==> src/rtl/sonic_dma_tx_ring_ctrl_if.sv <==
// Bundle of host-register, DMA-read and circular-buffer signals around the TX ring fetch controller.
// master = fetch controller, slave = surrounding host/DMA/buffer logic.
interface sonic_dma_tx_ring_ctrl_if #(
  parameter int RING_PTR_WIDTH = 16,
  parameter int CB_ADDR_WIDTH  = 9
);
  logic                      enable;
  logic [63:0]               ring_base;
  logic [RING_PTR_WIDTH-1:0] host_prod_ptr;
  logic                      host_prod_valid;
  logic [CB_ADDR_WIDTH:0]    cb_free_words;
  logic                      dma_req;
  logic [63:0]               dma_addr;
  logic [CB_ADDR_WIDTH:0]    dma_len;
  logic                      dma_ack;
  logic                      dma_done;
  logic [RING_PTR_WIDTH-1:0] cons_ptr;
  logic                      irq;
  logic                      busy;

  modport master (
    input  enable, ring_base, host_prod_ptr, host_prod_valid, cb_free_words,
           dma_ack, dma_done,
    output dma_req, dma_addr, dma_len, cons_ptr, irq, busy
  );

  modport slave (
    output enable, ring_base, host_prod_ptr, host_prod_valid, cb_free_words,
           dma_ack, dma_done,
    input  dma_req, dma_addr, dma_len, cons_ptr, irq, busy
  );
endinterface

==> src/rtl/sonic_dma_tx_ring_ctrl.sv <==
// SoNIC TX ring fetch controller: issues non-wrapping DMA read bursts from the host ring into the TX buffer.
// Optional interrupt coalescing is compiled in with `define SONIC_TX_IRQ_COALESCE_EN.
//
// state     | meaning
// IDLE      | nothing pending, no buffer space, or disabled
// CALC      | size the next burst and register its host address
// REQ       | dma_req high, waiting for dma_ack
// WAIT_DONE | burst accepted, waiting for the last word to land
// COMMIT    | pointers advanced; chain into the next burst or go idle
module sonic_dma_tx_ring_ctrl #(
  parameter int RING_PTR_WIDTH = 16,
  parameter int CB_ADDR_WIDTH  = 9,
  parameter int MAX_BURST      = 32,
  parameter int IRQ_THRESH     = 256
) (
  input  logic                     clk_wr,
  input  logic                     rst,
  sonic_dma_tx_ring_ctrl_if.master bus
);
  localparam int RPW = RING_PTR_WIDTH;
  localparam int CLW = CB_ADDR_WIDTH + 1;
  localparam int LW  = (RPW + 1 > CLW) ? RPW + 1 : CLW;
  localparam logic [LW-1:0] MAX_B     = LW'(MAX_BURST);
  localparam logic [LW-1:0] RING_SIZE = LW'(1) << RPW;

  typedef enum logic [2:0] {IDLE, CALC, REQ, WAIT_DONE, COMMIT} state_t;

  state_t         state, state_nxt;
  logic [RPW-1:0] prod_q;
  logic [RPW-1:0] fetch_ptr;
  logic [RPW-1:0] pending;
  logic [RPW-1:0] burst_rp;
  logic [CLW-1:0] burst_q;
  logic [63:0]    addr_q;
  logic [LW-1:0]  pending_w, to_end_w, free_w, burst_nxt;
  logic           start_ok;
  logic           irq_q;

  assign pending   = prod_q - fetch_ptr;
  assign pending_w = LW'(pending);
  assign to_end_w  = RING_SIZE - LW'(fetch_ptr);
  assign free_w    = LW'(bus.cb_free_words);
  assign burst_rp  = RPW'(burst_q);
  assign start_ok  = bus.enable && (pending != '0) && (bus.cb_free_words != '0);

  always_comb begin
    burst_nxt = MAX_B;
    if (pending_w < burst_nxt) burst_nxt = pending_w;
    if (free_w    < burst_nxt) burst_nxt = free_w;
    if (to_end_w  < burst_nxt) burst_nxt = to_end_w;
  end

`ifdef SONIC_TX_IRQ_COALESCE_EN
  localparam int IW = $clog2(IRQ_THRESH + MAX_BURST + 1);
  logic [IW-1:0] irq_cnt, irq_sum, irq_cnt_nxt;
  logic          irq_fire;

  // Remainder after a threshold crossing carries over; an emptied ring flushes whatever is left.
  always_comb begin
    irq_sum     = irq_cnt + IW'(burst_q);
    irq_fire    = 1'b0;
    irq_cnt_nxt = irq_sum;
    if (irq_sum >= IW'(IRQ_THRESH)) begin
      irq_fire    = 1'b1;
      irq_cnt_nxt = irq_sum - IW'(IRQ_THRESH);
    end
    if (((fetch_ptr + burst_rp) == prod_q) && (irq_cnt_nxt != '0)) begin
      irq_fire    = 1'b1;
      irq_cnt_nxt = '0;
    end
  end
`endif

  always_ff @(posedge clk_wr or posedge rst) begin
    if (rst) state <= IDLE;
    else     state <= state_nxt;
  end

  always_comb begin
    state_nxt = state;
    case (state)
      IDLE:      if (start_ok) state_nxt = CALC;
      // Buffer space can vanish between the IDLE check and sizing; never issue a zero-length burst.
      CALC:      state_nxt = (burst_nxt != '0) ? REQ : IDLE;
      REQ:       if (bus.dma_ack) state_nxt = WAIT_DONE;
      WAIT_DONE: if (bus.dma_done) state_nxt = COMMIT;
      COMMIT:    state_nxt = start_ok ? CALC : IDLE;
      default:   state_nxt = IDLE;
    endcase
    bus.dma_req = (state == REQ);
    bus.busy    = (state != IDLE);
  end

  // Pointers move on the edge that sees dma_done so cons_ptr/irq are valid during COMMIT.
  always_ff @(posedge clk_wr or posedge rst) begin
    if (rst) begin
      prod_q    <= '0;
      fetch_ptr <= '0;
      burst_q   <= '0;
      addr_q    <= '0;
      irq_q     <= 1'b0;
`ifdef SONIC_TX_IRQ_COALESCE_EN
      irq_cnt   <= '0;
`endif
    end else begin
      irq_q <= 1'b0;
      if (bus.host_prod_valid) prod_q <= bus.host_prod_ptr;
      if (state == CALC) begin
        burst_q <= CLW'(burst_nxt);
        addr_q  <= bus.ring_base + 64'({fetch_ptr, 4'b0000});
      end
      if ((state == WAIT_DONE) && bus.dma_done) begin
        fetch_ptr <= fetch_ptr + burst_rp;
`ifdef SONIC_TX_IRQ_COALESCE_EN
        irq_q     <= irq_fire;
        irq_cnt   <= irq_cnt_nxt;
`else
        irq_q     <= 1'b1;
`endif
      end
    end
  end

  // Every fetched word is committed in the same cycle, so the consumer pointer is the fetch pointer.
  assign bus.cons_ptr = fetch_ptr;
  assign bus.dma_addr = addr_q;
  assign bus.dma_len  = burst_q;
  assign bus.irq      = irq_q;
endmodule

==> src/flat_wrapper.sv <==
// flat-port wrapper written by rule: the top's interface ports become plain ports
module sonic_dma_tx_ring_ctrl_flat 
#(
  parameter int RING_PTR_WIDTH = 16,
  parameter int CB_ADDR_WIDTH  = 9,
  parameter int MAX_BURST      = 32,
  parameter int IRQ_THRESH     = 256
)
  (clk_wr, rst, bus_enable, bus_ring_base, bus_host_prod_ptr, bus_host_prod_valid, bus_cb_free_words, bus_dma_ack, bus_dma_done, bus_dma_req, bus_dma_addr, bus_dma_len, bus_cons_ptr, bus_irq, bus_busy);
  sonic_dma_tx_ring_ctrl_if #(.RING_PTR_WIDTH(RING_PTR_WIDTH), .CB_ADDR_WIDTH(CB_ADDR_WIDTH)) bus_i ();
  input  logic clk_wr;
  input  logic rst;
  input wire logic [$bits(bus_i.enable)-1:0] bus_enable;
  input wire logic [$bits(bus_i.ring_base)-1:0] bus_ring_base;
  input wire logic [$bits(bus_i.host_prod_ptr)-1:0] bus_host_prod_ptr;
  input wire logic [$bits(bus_i.host_prod_valid)-1:0] bus_host_prod_valid;
  input wire logic [$bits(bus_i.cb_free_words)-1:0] bus_cb_free_words;
  input wire logic [$bits(bus_i.dma_ack)-1:0] bus_dma_ack;
  input wire logic [$bits(bus_i.dma_done)-1:0] bus_dma_done;
  output wire logic [$bits(bus_i.dma_req)-1:0] bus_dma_req;
  output wire logic [$bits(bus_i.dma_addr)-1:0] bus_dma_addr;
  output wire logic [$bits(bus_i.dma_len)-1:0] bus_dma_len;
  output wire logic [$bits(bus_i.cons_ptr)-1:0] bus_cons_ptr;
  output wire logic [$bits(bus_i.irq)-1:0] bus_irq;
  output wire logic [$bits(bus_i.busy)-1:0] bus_busy;
  assign bus_i.enable = bus_enable;
  assign bus_i.ring_base = bus_ring_base;
  assign bus_i.host_prod_ptr = bus_host_prod_ptr;
  assign bus_i.host_prod_valid = bus_host_prod_valid;
  assign bus_i.cb_free_words = bus_cb_free_words;
  assign bus_i.dma_ack = bus_dma_ack;
  assign bus_i.dma_done = bus_dma_done;
  assign bus_dma_req = bus_i.dma_req;
  assign bus_dma_addr = bus_i.dma_addr;
  assign bus_dma_len = bus_i.dma_len;
  assign bus_cons_ptr = bus_i.cons_ptr;
  assign bus_irq = bus_i.irq;
  assign bus_busy = bus_i.busy;
  sonic_dma_tx_ring_ctrl #(.RING_PTR_WIDTH(RING_PTR_WIDTH), .CB_ADDR_WIDTH(CB_ADDR_WIDTH), .MAX_BURST(MAX_BURST), .IRQ_THRESH(IRQ_THRESH)) u_core (.clk_wr(clk_wr), .rst(rst), .bus(bus_i));
endmodule
==> config.mk <==
export PLATFORM = sky130hd
export DESIGN_NAME = sonic_dma_tx_ring_ctrl_flat
export DESIGN_NICKNAME = d
export VERILOG_FILES = /design/src/rtl/sonic_dma_tx_ring_ctrl_if.sv /design/src/rtl/sonic_dma_tx_ring_ctrl.sv /design/src/flat_wrapper.sv
export SDC_FILE = /design/constraint.sdc
export NUM_CORES = 1
export LEC_CHECK = 0
export CAP_MARGIN = 40
export CELL_PAD_IN_SITES_DETAIL_PLACEMENT = 1
export CELL_PAD_IN_SITES_GLOBAL_PLACEMENT = 1
export CORE_MARGIN = 2
export CORE_UTILIZATION = 42
export CTS_BUF_LIST = sky130_fd_sc_hd__clkbuf_4
export CTS_CLUSTER_DIAMETER = 40
export DETAILED_ROUTE_END_ITERATION = 12
export PLACE_DENSITY = 0.85
export SYNTH_ARGS = -nofsm -noshare
export SYNTH_HDL_FRONTEND = slang
export SYNTH_SLANG_ARGS = --single-unit
==> constraint.sdc <==
create_clock -name clk_wr -period 9.94 [get_ports clk_wr]
set_input_delay 1.988 -clock clk_wr [delete_from_list [all_inputs] [get_ports clk_wr]]
set_output_delay 1.988 -clock clk_wr [all_outputs]
set_load 0.1 [all_outputs]
==> run_results.csv <==
group,metric,value,unit
status,status,"finished clean",
worst_setup_path,rr_worst_depth,28,
sta,fmaxAchievable,114,MHz
worst_setup_path,rr_endpoint,"u_core.state[1]",
worst_setup_path,crit_family,"compound AO/OA/AOI/OAI gates",
synth,synth_edf_count,0,
die,coreArea,18800,um^2
worst_setup_path,regToRegSetupSlack,1.18,ns
synth,yosysWarnings,0,
clock_tree,clk_path_buf_depth,2,
sta,setup_viol,0,
sta,clock_skew,0.0381,ns
sta,tns,0,ns
detailed_routing,wl_met3,3.81,mm
clock_tree,h-tree-depth,3,
clock_tree,clk_pin_slew_worst_paths,0.21,ns
synth,seq_area_frac_synth,33.8,%
worst_setup_path,cp_slowest_cell,"dfrtp_1",
detailed_routing,ant_nets,0,
sta,rsz0062_at_grt,"no",
sta,hold_violations,0,
worst_setup_path,cp-end-kind,"flip-flop",
clock_tree,root_buffer,"clkbuf_4",
worst_setup_path,worstSetupPathType,"reg2reg",
sta,min_period,8.76,ns
grt,grt_start_max_net_pins,72,
clock_tree,post_cts_buffers,0,
clock_tree,cts_resized,0,
worst_setup_path,crit_path_max_fanout,12,
synth,ys_seq_elements,110,
detailed_routing,drt-total-wl,42.7,mm
synth,syn_avg_cell_area,8.46,um^2
worst_setup_path,crit_start,"u_core.bus.cons_ptr[1]",
sta,maxSlewViolCount,0,
synth,synthFlopType,"dfrtp_1",
detailed_routing,dr.max_layer_used,"met5",
job,drv_cap,0,
placed_design,io_buffers,188,
placed_design,hpwl,28.8,mm
layout,layout.nets,1399,
clock_tree,clkSinkCount,110,
worst_setup_path,critical_path.max_stage_delay,0.67,ns
synth,syn_area,8140,um^2
worst_setup_path,r2r_start,"u_core.bus.cons_ptr[1]",
worst_setup_path,startpoint_type,"flip-flop",
die,die_x,143,um
die,dieHeight,143,um
synth,syn_inst,962,
hold_path,hold_start,"u_core.prod_q[9]",
placed_design,place_congestion,0.910,
die,rows,50,
hold_path,whs_endpoint,"u_core.prod_q[9]",
grt,gr-total-overflow,0,
worst_setup_path,worst-path-buf-inv,1,
clock_tree,cts_tree,"built",
synth,synth_area_leaders,"dfrtp_1 (34%), ha_1 (10%), nand2_1 (6.9%), o21ai_0 (5.4%), xnor2_1 (5.2%)",
detailed_routing,wirelength_met1,14.7,mm
detailed_routing,wl_per_cell,28.5,um
clock_tree,insertion_delay,0.54,ns
layout,drive_gt1_share,12.0,%
grt,grt_pass1_vias,10500,
detailed_routing,wl_met2,20.3,mm
die,io-pin-count,189,
worst_setup_path,worstPathRequired,10.41,ns
grt,antenna_found_initial,4,
sta,slew_headroom,35.4,%
clock_tree,cts_buffers,9,
synth,yosysTopAreaCell,"dfrtp_1",
synth,yosysTopAreaCellShare,33.8,%
clock_tree,hold_buffers,0,
detailed_routing,drc,0,
detailed_routing,vias_per_cell,6.42,
worst_setup_path,crit_top_cell,"a21oi_1",
grt,grt_pass1_wl,64.2,mm
placed_design,post_dp_cell_area,12100,um^2
layout,fill_cells,2098,
layout,final_area,12300,um^2
sta,tightest_slew,0.962,ns
die,die_area,20500,um^2
die,start_util,43.2,%
hold_path,min_path_type,"reg2reg",
layout,syn_to_final_growth,50.6,%
hold_path,worst_hold_path.num_cells,1,
detailed_routing,num_vias,9642,
detailed_routing,drt_iter0_drc,1016,
synth,synthArstFlopShare,100,%
detailed_routing,firstDrtPassIters,7,
worst_setup_path,worstPathArrival,9.23,ns
grt,track_usage,41.9,%
sta,fin_crit_sh,88.1,%
synth,synth_cell_types,69,
## routing by layer
layer | up-vias | track usage, %
li1 | 3930 | -
met1 | 4668 | 45.4
met2 | 754 | 70.0
met3 | 286 | 10.3
met4 | 4 | 33.1
met5 | - | 0
## cells in the final DEF (no fill, tap or decap), types with 14 or more instances in the layout
cell type / instances
nand2_1: 148
o21a_1: 14
buf_16: 34
buf_8: 60
clkdlybuf4s50_1: 188
o21ai_0: 88
nand3_1: 40
a21oi_1: 32
dfrtp_1: 110
and3_1: 17
ha_1: 66
xor2_1: 34
mux2_2: 16
nor3_1: 32
nor2_1: 53
inv_1: 48
xnor2_1: 48
## state kept, by name, summed over array words and instances, names as in the netlist
signal / cells
u_core.bus.cons_ptr: 16
u_core.state: 3
u_core.prod_q: 16
u_core.bus.dma_len: 10
u_core.bus.irq: 1
u_core.bus.dma_addr: 64
## worst max-delay path by stage
stage                     slack [ns]  depth (start not counted)                    end
after floorplan                 2.59                         29  u_core.bus.dma_len[4]
after global placement          2.08                         28        u_core.state[1]
after detailed placement        1.66                         28        u_core.state[1]
after CTS                       1.39                         28        u_core.state[1]
after global routing            0.67                         28        u_core.state[1]
final                           1.18                         28        u_core.state[1]
## through the flow
stage | worst slack (ns) | hold slack (ns) | util [%] | cells
final | 1.18 | 0.542 | 65.1 | 1501
after global routing | 0.674 | 0.563 | 65.1 | 1501
after CTS | 1.39 | 0.532 | 65.0 | 1498
after detailed placement | 1.66 | 0.482 | 64.2 | 1482
after global placement | 2.08 | 0.461 | 54.5 | 1388
after floorplan | 2.59 | 0.485 | - | 971
## worst reg2reg max path, delay by kind of cell, from the launching register on
kind | cells | cell delay (ns)
buffers and inverters | 1 | 0.28
adder cells (fa/ha/maj) | 3 | 1.02
AND/OR/NAND/NOR | 8 | 2.56
multiplexers | 1 | 0.26
AO/OA/AOI/OAI | 15 | 3.90
flip-flops | 1 | 0.67
## final cells by class
class	instances	area, um^2	area share [%]
antenna	2	5.00	0.0408
clock buffer	9	67.6	0.551
clock inverter	7	80.1	0.653
inverter	52	198	1.61
multi-input combinational	774	5070	41.4
sequential	110	2750	22.5
tap	260	325	2.65
timing repair buffer	287	3750	30.6
## Yosys cell counts, drive strengths merged, types with 14 or more instances
| library cell | n |
|---|---|
| dfrtp | 110 |
| o21ai | 93 |
| a21oi | 35 |
| o21a | 14 |
| and3 | 17 |
| inv | 50 |
| nor2 | 53 |
| mux2 | 17 |
| clkbuf | 24 |
| xnor2 | 48 |
| nand3 | 40 |
| nor3 | 32 |
| nand2 | 149 |
| ha | 66 |
| xor2 | 34 |
## logic make-up after synthesis
logic type	after synthesis	share of synthesized area, %
AO/OA/AOI/OAI	224	17.3
XOR/XNOR	82	8.83
adder cells (fa/ha/maj)	69	10.9
buffers and inverters	87	4.37
flip-flops	110	33.8
multiplexers	26	3.46
other	1	0.0461
AND/OR/NAND/NOR	363	21.2
Power is left out: the tool's default activity adds up to more than one toggle a clock period on the data nets, which glitch-free logic cannot reach.
==> patch, RTL diff (same settings) <==
Re-encode `state_t` (5 states) as Gray code, 3 bits wide.
--- a/src/rtl/sonic_dma_tx_ring_ctrl.sv
+++ b/src/rtl/sonic_dma_tx_ring_ctrl.sv
@@ -23,7 +23,7 @@
   localparam logic [LW-1:0] MAX_B     = LW'(MAX_BURST);
   localparam logic [LW-1:0] RING_SIZE = LW'(1) << RPW;
 
-  typedef enum logic [2:0] {IDLE, CALC, REQ, WAIT_DONE, COMMIT} state_t;
+  typedef enum logic [2:0] {IDLE = 3'b000, CALC = 3'b001, REQ = 3'b011, WAIT_DONE = 3'b010, COMMIT = 3'b110} state_t;
 
   state_t         state, state_nxt;
   logic [RPW-1:0] prod_q;
Check against the original RTL: same outputs for any inputs over 4 cycles, from zero or initial values and one cycle with rst high; so few cycles prove little.
==> patch against the unedited design <==
  * Global-route usage decreased by 8.4 points
  * Routed wire length fell by 21%
  * Area after synthesis shrank 0.23%
  * Setup slack better by 0.68 ns
  * Via count fell by 10%
  * Design area hardly changed
  * Sequential cell count unchanged
  * Critical path type unchanged
Power is not shown: default switching activity piles up to over one toggle a cycle in this logic, so the estimate is an artifact.
==> patch: results (changes against the unedited design) <==
Worst Skew 0.0279 ns (-0.0102 ns); Top Metal Used met4; pre-CTS setup slack 2.08 ns (+0.413 ns); Synth top cells by count nand2_1, dfrtp_1, o21ai_0; Slowest-stage cell, CP dfrtp_1; top cells by area, synth dfrtp_1, ha_1, nand2_1; crit path DAT 8.49 ns (-0.74 ns); fill count 2090 (-0.38%); async set-reset flop share out of synthesis 100% (unchanged); 1st-iter DRT viols 343 (-66%); metal3 WL 1.63 mm (-57%); Post-Synth Adder-Cell Area 10.9% (+0.025 points); vias in the first global route 9473 (-9.7%); Slew HR 41.9% (+6.5 points); vias per inst 5.78 (-10%); Post-Synth XOR/XNOR Area 9.71% (+0.88 points); Crit Path Max Fanout 17 (+5); max reg flops 64 (unchanged); hold crit path type flop to flop; nets 1397 (-0.14%); first-pass GRT wire length 52.5 mm (-18%); mux cell area share after synthesis 2.19% (-1.3 points); initial antenna violation count 1 (-3); total CTS buffers 9 (unchanged); largest net degree at the start of global routing 77 (+6.9%); post-synthesis sequential area ratio 33.9% (+0.078 points); Total Wirelength 33.7 mm (-21%); Inst Count DP 1481 (-0.067%); DPL Wire Length 27.2 mm (-5.6%); post-synthesis cell type count 78 (+13%); Synth Area in Compound Gates 18.3% (+0.97 points); drt wl/cell 22.5 um (-21%); Skew-Pair Late Insertion Delay 0.52 ns (-0.02 ns); M2 GR Usage 62.3% (-7.8 points); status completed; met2 WL 17.8 mm (-12%); placed cell areas 12100 sq um (about the same); Slowest Stage Delay on Critical Path 0.62 ns (-0.05 ns); Global Route Usage Sum 33.5% (-8.4 points); met3 usage 5.90% (-4.4 points); CTS root buf clkbuf_4; synthesized instance count 953 (-0.94%); DRT met1 WL 12.2 mm (-17%); GPL Wtd Cong 0.934 (+2.7%); share of post-route cells with drive strength above 1 12.7% (+0.67 points)
[patch: path summary, 6_finish.rpt]
path / from / endpoint / slack [ns] / cells after the start
max: u_core.bus.cons_ptr[0] / u_core.state[0] / 1.87 / 30
max in group asynchronous: rst / u_core.prod_q[3] / 6.98 / 4
min in group asynchronous: rst / u_core.bus.dma_addr[28] / 1.87 / 2
min: u_core.bus.dma_addr[38] / u_core.bus.dma_addr[38] / 0.52 / 2
min reg2reg: u_core.bus.dma_addr[38] / u_core.bus.dma_addr[38] / 0.52 / 2
max reg2reg: u_core.bus.cons_ptr[0] / u_core.state[0] / 1.87 / 30
[patch: layout make-up]
cell class                 count  area share [%]
antenna                        2          0.0408
clock buffer                   9           0.551
clock inverter                 7           0.633
inverter                      53            1.64
multi-input combinational    770            41.5
sequential                   110            22.5
tap                          260            2.65
timing repair buffer         288            30.5
